**src/rtl/snake_ctrl.sv**
```systemverilog
// Snake game controller: step timer, direction register with reversal guard,
// head position with toroidal wrap, run/over state and saturating score.
module snake_ctrl #(
  parameter int GRID_W   = 40,
  parameter int GRID_H   = 30,
  parameter int TICK_DIV = 25_000_000
) (
  input  logic       clk,
  input  logic       reset,
  input  logic [4:0] go,
  input  logic       collide,
  input  logic       food_eaten,
  output logic       move_tick,
  output logic [5:0] head_x,
  output logic [4:0] head_y,
  output logic [3:0] dir,
  output logic [1:0] state,
  output logic [7:0] score
);

  localparam logic [1:0] IDLE = 2'b00;
  localparam logic [1:0] RUN  = 2'b01;
  localparam logic [1:0] OVER = 2'b10;

  localparam logic [3:0] DIR_UP    = 4'b0001;
  localparam logic [3:0] DIR_DOWN  = 4'b0010;
  localparam logic [3:0] DIR_LEFT  = 4'b0100;
  localparam logic [3:0] DIR_RIGHT = 4'b1000;

  localparam logic [5:0]  X_MAX   = 6'(GRID_W - 1);
  localparam logic [5:0]  X_HOME  = 6'(GRID_W / 2);
  localparam logic [4:0]  Y_MAX   = 5'(GRID_H - 1);
  localparam logic [4:0]  Y_HOME  = 5'(GRID_H / 2);
  localparam logic [31:0] CNT_MAX = 32'(TICK_DIV - 1);

  logic [3:0]  pending;
  logic [3:0]  req_dir;
  logic [3:0]  opposite;
  logic [31:0] counter;
  logic [5:0]  next_x;
  logic [4:0]  next_y;
  logic        req_center;
  logic        req_valid;
  logic        req_ok;
  logic        wrap;

  // Request decode; the reversal guard compares against the committed direction
  always_comb begin
    req_center = go[4];
    req_dir    = 4'b0000;
    if (go[0])      req_dir = DIR_UP;
    else if (go[1]) req_dir = DIR_DOWN;
    else if (go[2]) req_dir = DIR_LEFT;
    else if (go[3]) req_dir = DIR_RIGHT;
    req_valid = |req_dir;
    opposite  = {dir[2], dir[3], dir[0], dir[1]};
    req_ok    = req_valid && (req_dir != opposite);
    wrap      = (counter == CNT_MAX);
  end

  always_comb begin
    next_x = head_x;
    next_y = head_y;
    case (pending)
      DIR_UP:    next_y = (head_y == 5'd0)  ? Y_MAX : head_y - 5'd1;
      DIR_DOWN:  next_y = (head_y == Y_MAX) ? 5'd0  : head_y + 5'd1;
      DIR_LEFT:  next_x = (head_x == 6'd0)  ? X_MAX : head_x - 6'd1;
      DIR_RIGHT: next_x = (head_x == X_MAX) ? 6'd0  : head_x + 6'd1;
      default:   ;
    endcase
  end

  // Center acts as a soft reset from any state
  always_ff @(posedge clk) begin
    if (reset || req_center) begin
      state     <= IDLE;
      head_x    <= X_HOME;
      head_y    <= Y_HOME;
      dir       <= DIR_RIGHT;
      pending   <= DIR_RIGHT;
      score     <= 8'd0;
      counter   <= 32'd0;
      move_tick <= 1'b0;
    end else begin
      move_tick <= 1'b0;
      case (state)
        IDLE: begin
          if (req_valid) begin
            state   <= RUN;
            dir     <= req_dir;
            pending <= req_dir;
            counter <= 32'd0;
          end
        end
        RUN: begin
          if (collide) begin
            state <= OVER;
          end else begin
            if (food_eaten && (score != 8'hFF)) score <= score + 8'd1;
            if (wrap) begin
              counter   <= 32'd0;
              head_x    <= next_x;
              head_y    <= next_y;
              dir       <= pending;
              move_tick <= 1'b1;
            end else begin
              counter <= counter + 32'd1;
            end
            if (req_ok) pending <= req_dir;
          end
        end
        OVER:    ;
        default: state <= IDLE;
      endcase
    end
  end

endmodule

```
**config.mk**
```make
export PLATFORM = sky130hd
export DESIGN_NAME = snake_ctrl
export DESIGN_NICKNAME = d
export VERILOG_FILES = /design/src/rtl/snake_ctrl.sv
export SDC_FILE = /design/constraint.sdc
export NUM_CORES = 1
export LEC_CHECK = 0
export ABC_CLOCK_PERIOD_IN_PS = 5600
export CAP_MARGIN = 20
export CELL_PAD_IN_SITES_DETAIL_PLACEMENT = 0
export CELL_PAD_IN_SITES_GLOBAL_PLACEMENT = 1
export CORE_AREA = 2 2 111 113
export CTS_CLUSTER_DIAMETER = 100
export DETAILED_ROUTE_END_ITERATION = 6
export DIE_AREA = 0 0 113 115
export PLACE_DENSITY_LB_ADDON = 0.1
export REMOVE_ABC_BUFFERS = 1
export SYNTH_ARGS = -nofsm -noshare
export SYNTH_HDL_FRONTEND = slang
export SYNTH_SLANG_ARGS = --single-unit
```
**constraint.sdc**
```tcl
create_clock -name clk -period 5.6 [get_ports clk]
set_input_delay 1.68 -clock clk [delete_from_list [all_inputs] [get_ports clk]]
set_output_delay 1.68 -clock clk [all_outputs]
set_load 0.02 [all_outputs]
```
=== Word level (Yosys, flattened, before mapping) ===
Cells that the tools add are included.

* Add/subtract/negate cells: 6
* $mul: 0
* Divide/modulo/power cells: 0
* Magnitude comparators: 0
* Equality and inequality tests: 16
* Shift-type cells: 0
* Muxes and demuxes: 25
* Bitwise gates (word level): 3
* Reduce and logical (&&, ||, !) cells: 18

{| class="wikitable"
|+ Operators by type and width
! cell !! number
|-
| $mux W32 || 3
|-
| $pmux W32 S2 || 1
|-
| $mux W4 || 9
|-
| $add A32 B1 Y32 const B || 1
|-
| $eq A32 B25 Y1 const B || 1
|-
| $pmux W4 S2 || 2
|-
| $reduce_and A4 Y1 || 4
|-
| $mux W6 || 2
|-
| $pmux W6 S2 || 1
|-
| $mux W5 || 2
|-
| $ne A2 B2 Y1 const B || 5
|-
| $pmux W5 S2 || 1
|-
| $reduce_and A3 Y1 || 3
|-
| $add A8 B1 Y8 const B || 1
|-
| $ne A8 B8 Y1 const B || 1
|-
| $add A6 B1 Y6 const B || 1
|-
| $eq A6 B6 Y1 const B || 1
|-
| $logic_not A6 Y1 || 1
|-
| $pmux W2 S3 || 1
|-
| $reduce_bool A2 Y1 || 3
|-
| $sub A6 B1 Y6 const B || 1
|-
| $add A5 B1 Y5 const B || 1
|-
| $eq A5 B5 Y1 const B || 1
|-
| $logic_not A5 Y1 || 1
|-
| other kinds (16) || 20
|}

* Register bits: 62
* Bits in latches: 0
* Memory bits (writable): 0
* Bits in read-only memories: 0
* Input port bits: 9
* Memories: 0

=== Logic depth before layout (Yosys ltp) ===
* Word-level depth: 9
* Mapped depth: 7
* Gate-level depth less buffers: 7

=== Worst setup path before layout ===
No wires, ideal clock.

* Kind: input-to-reg
* Start: input go[0]
* End: register counter[18]
* Arrival time: 3.333 ns
* Slack: 2.150 ns
* Cell stages on the path: 7
* Path buffers: 2
* Cell sequence: clkbuf_1 or4_1 o211ai_1 clkbuf_1 nor3_1 xnor2_1 nor2_1

* Longest elaborated chain between the ends: 4

{| class="wikitable"
|+ RTL lines
! what !! RTL line !! source
|-
| start, declared || 10 || <nowiki>input logic [4:0] go,</nowiki>
|-
| $mux W4 || 51 || <nowiki>if (go[0]) req_dir = DIR_UP;</nowiki>
|-
| $reduce_or A4 Y1 || 55 || <nowiki>req_valid = |req_dir;</nowiki>
|-
| $ne A2 B2 Y1 (no line) || -- ||
|-
| $reduce_and A3 Y1 (no line) || -- ||
|-
| end signal, assigned || 107 || <nowiki>counter <= counter + 32'd1;</nowiki>
|-
| end, declared || 39 || <nowiki>logic [31:0] counter;</nowiki>
|}

No other way between the ends.
A chain may end at the register's enable or synchronous reset.

=== Worst setup path in the final report ===
* Start: input go[0]
* End: register counter[27]

Same word-level chain as after synthesis.

==> results.txt <==
outcome - finished, final reports clean
P_leak - 1.35 nW
Final WS setup - 1.94 ns
Die ar. - 13,000 µm²
Layout Nets - 465
root buf cell - clkbuf_16
global-route wire length before repair - 15.5 mm
port bufs - 34
commonest non-fill, non-tap cell in the layout - dfxtp_1
#FFs+latches synth - 62
final core utilization - 36.1%
# clock sinks - 62
Worst Path Arrival - 3.86 ns
Pre-Repair DR Iteration Count - 4
Post-Syn Area per Cell - 8.25 µm²
Skew-Pair Late Insertion Delay - 0.34 ns
Post-CTS Repair Setup Buffers - 0
DRC Markers - 0
Peak supply drop - 0.117 mV
# setup viols final - 0
crit-path cells - clkdlybuf4s50_1, or4_1, o2111ai_1, nor4_1, a31o_2, a21oi_1
HP Class - flip-flop to flip-flop
vias per cell - 5.18
Core Area - 11,800 µm²
Initial Util - 29.5%
met2 Resource Use GR - 23.8%
Final Power - 1.13 mW
worst slew pin tran - 0.931 ns
layout cells sized above 1 - 7.08%
crit path time final - 3.66 ns
die height - 115 µm
Final Skew - 0.00586 ns
CP startpoint kind - input pin
RSZ-0062 raised after global routing - false
CTS Buf Count - 9
Final Cycle Share - 65.3%
overall die width - 113 µm
CTS tree - built
max incr delay on CP - 0.83 ns
Max clock buf depth - 2
Distinct cells, synth - 57
Max Clock Freq - 274 MHz
largest net degree at the start of global routing - 32
GR peak layer - met2
Mapped Area - 3480 µm²
prevailing post-synth register cell - dfxtp_1
critical path startpoint - go[0]
final hold vios - 0
post-synthesis instance total - 422
Avg WL per Cell - 15.5 µm
# Max-Cap Violations - 0
EDFF count, synth - 0
Synth Warn # - 0
power density over cell area - 266 nW/µm²
Overflow after GRT - 0
initial antenna violation count - 0
met1 GRT Util - 19.4%
Worst setup EP type - flip-flop
TNS Setup - 0 ns
vias in the first global route - 3,012
WP data required - 5.81 ns
Critical Path Fanout Max - 9
area delta synth->final - 22.6%
Slew Viols, Final - 0
GRT met3 Usage - 4.22%
number of diodes - 0
row count - 40
antenna-violating nets left - 0
Critical-path top delay cell - nor4_1
CTS resizes - 0
most frequent cells in the layout - dfxtp_1 (62), nor2_1 (55), xnor2_1 (36)
gpl congestion - 0.772
Slew HR - 37.4%
r2r startpoint - counter[2]
register area share after synthesis - 35.7%
HP Start - counter[1]
Vias - 3,102
detailed placer's ending HPWL - 6.24 mm
WL final - 9.28 mm
gr usage total - 15.1%
pre-CTS setup slack - 1.63 ns
Post-synth ARST share - 0%
IO Count - 35
CTS Hold Buffers Added - 0
Setup CP Type - input pin to flip-flop
DR iter-0 viols - 181
H-tree levels - 3
clock slew at reported path FFs - 0.05 ns
==> stage by stage <==
step | hold WS [ns] | instance area (µm²) | std cells
after floorplan | 0.457 | 3390 | 399
after global placement | 0.477 | 3950 | 584
after detailed placement | 0.484 | 3950 | 584
after CTS | 0.492 | 4270 | 599
after global routing | 0.530 | 4270 | 599
final | 0.487 | 4270 | 599
==> sequential cells by signal, indices dropped and copies added (netlist names) <==
| signal | cells |
|---|---|
| counter | 32 |
| score | 8 |
| head_x | 6 |
| head_y | 5 |
| dir | 4 |
| pending | 4 |
| state | 2 |
| move_tick | 1 |
==> final cells by class <==
type                       count  area (µm²)
multi-input combinational    327        2110
fill                        1243        7540
inverter                      10        37.5
timing repair buffer          38         370
tap                          147         184
clock inverter                 4        70.1
sequential                    62        1240
clock buffer                  11         253
==> synthesized netlist by cell type (3+ instances only) <==
cell / instances / area share, %
xor2_1: 5 / 1.3
nand4_1: 9 / 1.6
o31ai_1: 6 / 1.3
nand2_1: 28 / 3.0
o211ai_1: 6 / 1.3
a311oi_1: 4 / 1.0
a31oi_1: 6 / 1.1
nand3_1: 22 / 3.2
and3_1: 7 / 1.3
nor3b_1: 3 / 0.65
inv_1: 10 / 1.1
nor2_1: 55 / 5.9
or3_1: 5 / 0.90
a21oi_1: 16 / 2.3
dfxtp_1: 62 / 36
o21ai_0: 12 / 1.7
and2_1: 4 / 0.72
xnor2_1: 36 / 9.1
nor2b_1: 4 / 0.72
clkbuf_1: 18 / 1.9
buf_2: 3 / 0.43
and4_1: 5 / 1.3
mux2i_1: 10 / 2.9
nor3_1: 22 / 3.2
nor4_1: 11 / 2.0
a211oi_1: 6 / 1.3
ha_1: 8 / 2.9
==> where the power goes <==
part / total (mW) / leakage (nW) / internal, mW / switching (mW)
clock network: 0.613 / 0.161 / 0.409 / 0.204
logic: 0.0683 / 0.687 / 0.0279 / 0.0404
registers: 0.453 / 0.501 / 0.446 / 0.00768
total: 1.13 / 1.35 / 0.883 / 0.252
==> routing by layer <==
metal  up-vias  wire [µm]
met5         -          0
met4         0        172
met3        12        347
met2        48       4140
met1      1455       4620
li1       1587          -
==> critical path: cells and delay by family <==
family / cells / cell delay (ns)
simple gates: 2 / 1.10
buf+inv: 1 / 0.64
compound gates: 3 / 0.45
==> final timing paths <==
| kind | end | slack, ns | cells past startpoint |
|---|---|---|---|
| min reg2reg | counter[1] | 0.49 | 2 |
| min | counter[1] | 0.49 | 2 |
| max | counter[27] | 1.94 | 6 |
| max reg2reg | counter[28] | 3.05 | 5 |
==> logic make-up after synthesis <==
| kind of cell | after synthesis | share of synthesized area [%] |
|---|---|---|
| fa+ha+maj | 8 | 2.88 |
| xor+xnor | 41 | 10.3 |
| mux | 11 | 3.20 |
| flops | 62 | 35.7 |
| simple gates | 194 | 29.9 |
| compound gates | 73 | 14.2 |
| buf+inv | 33 | 3.77 |
No activity file was read; power rests on OpenSTA's default activity.
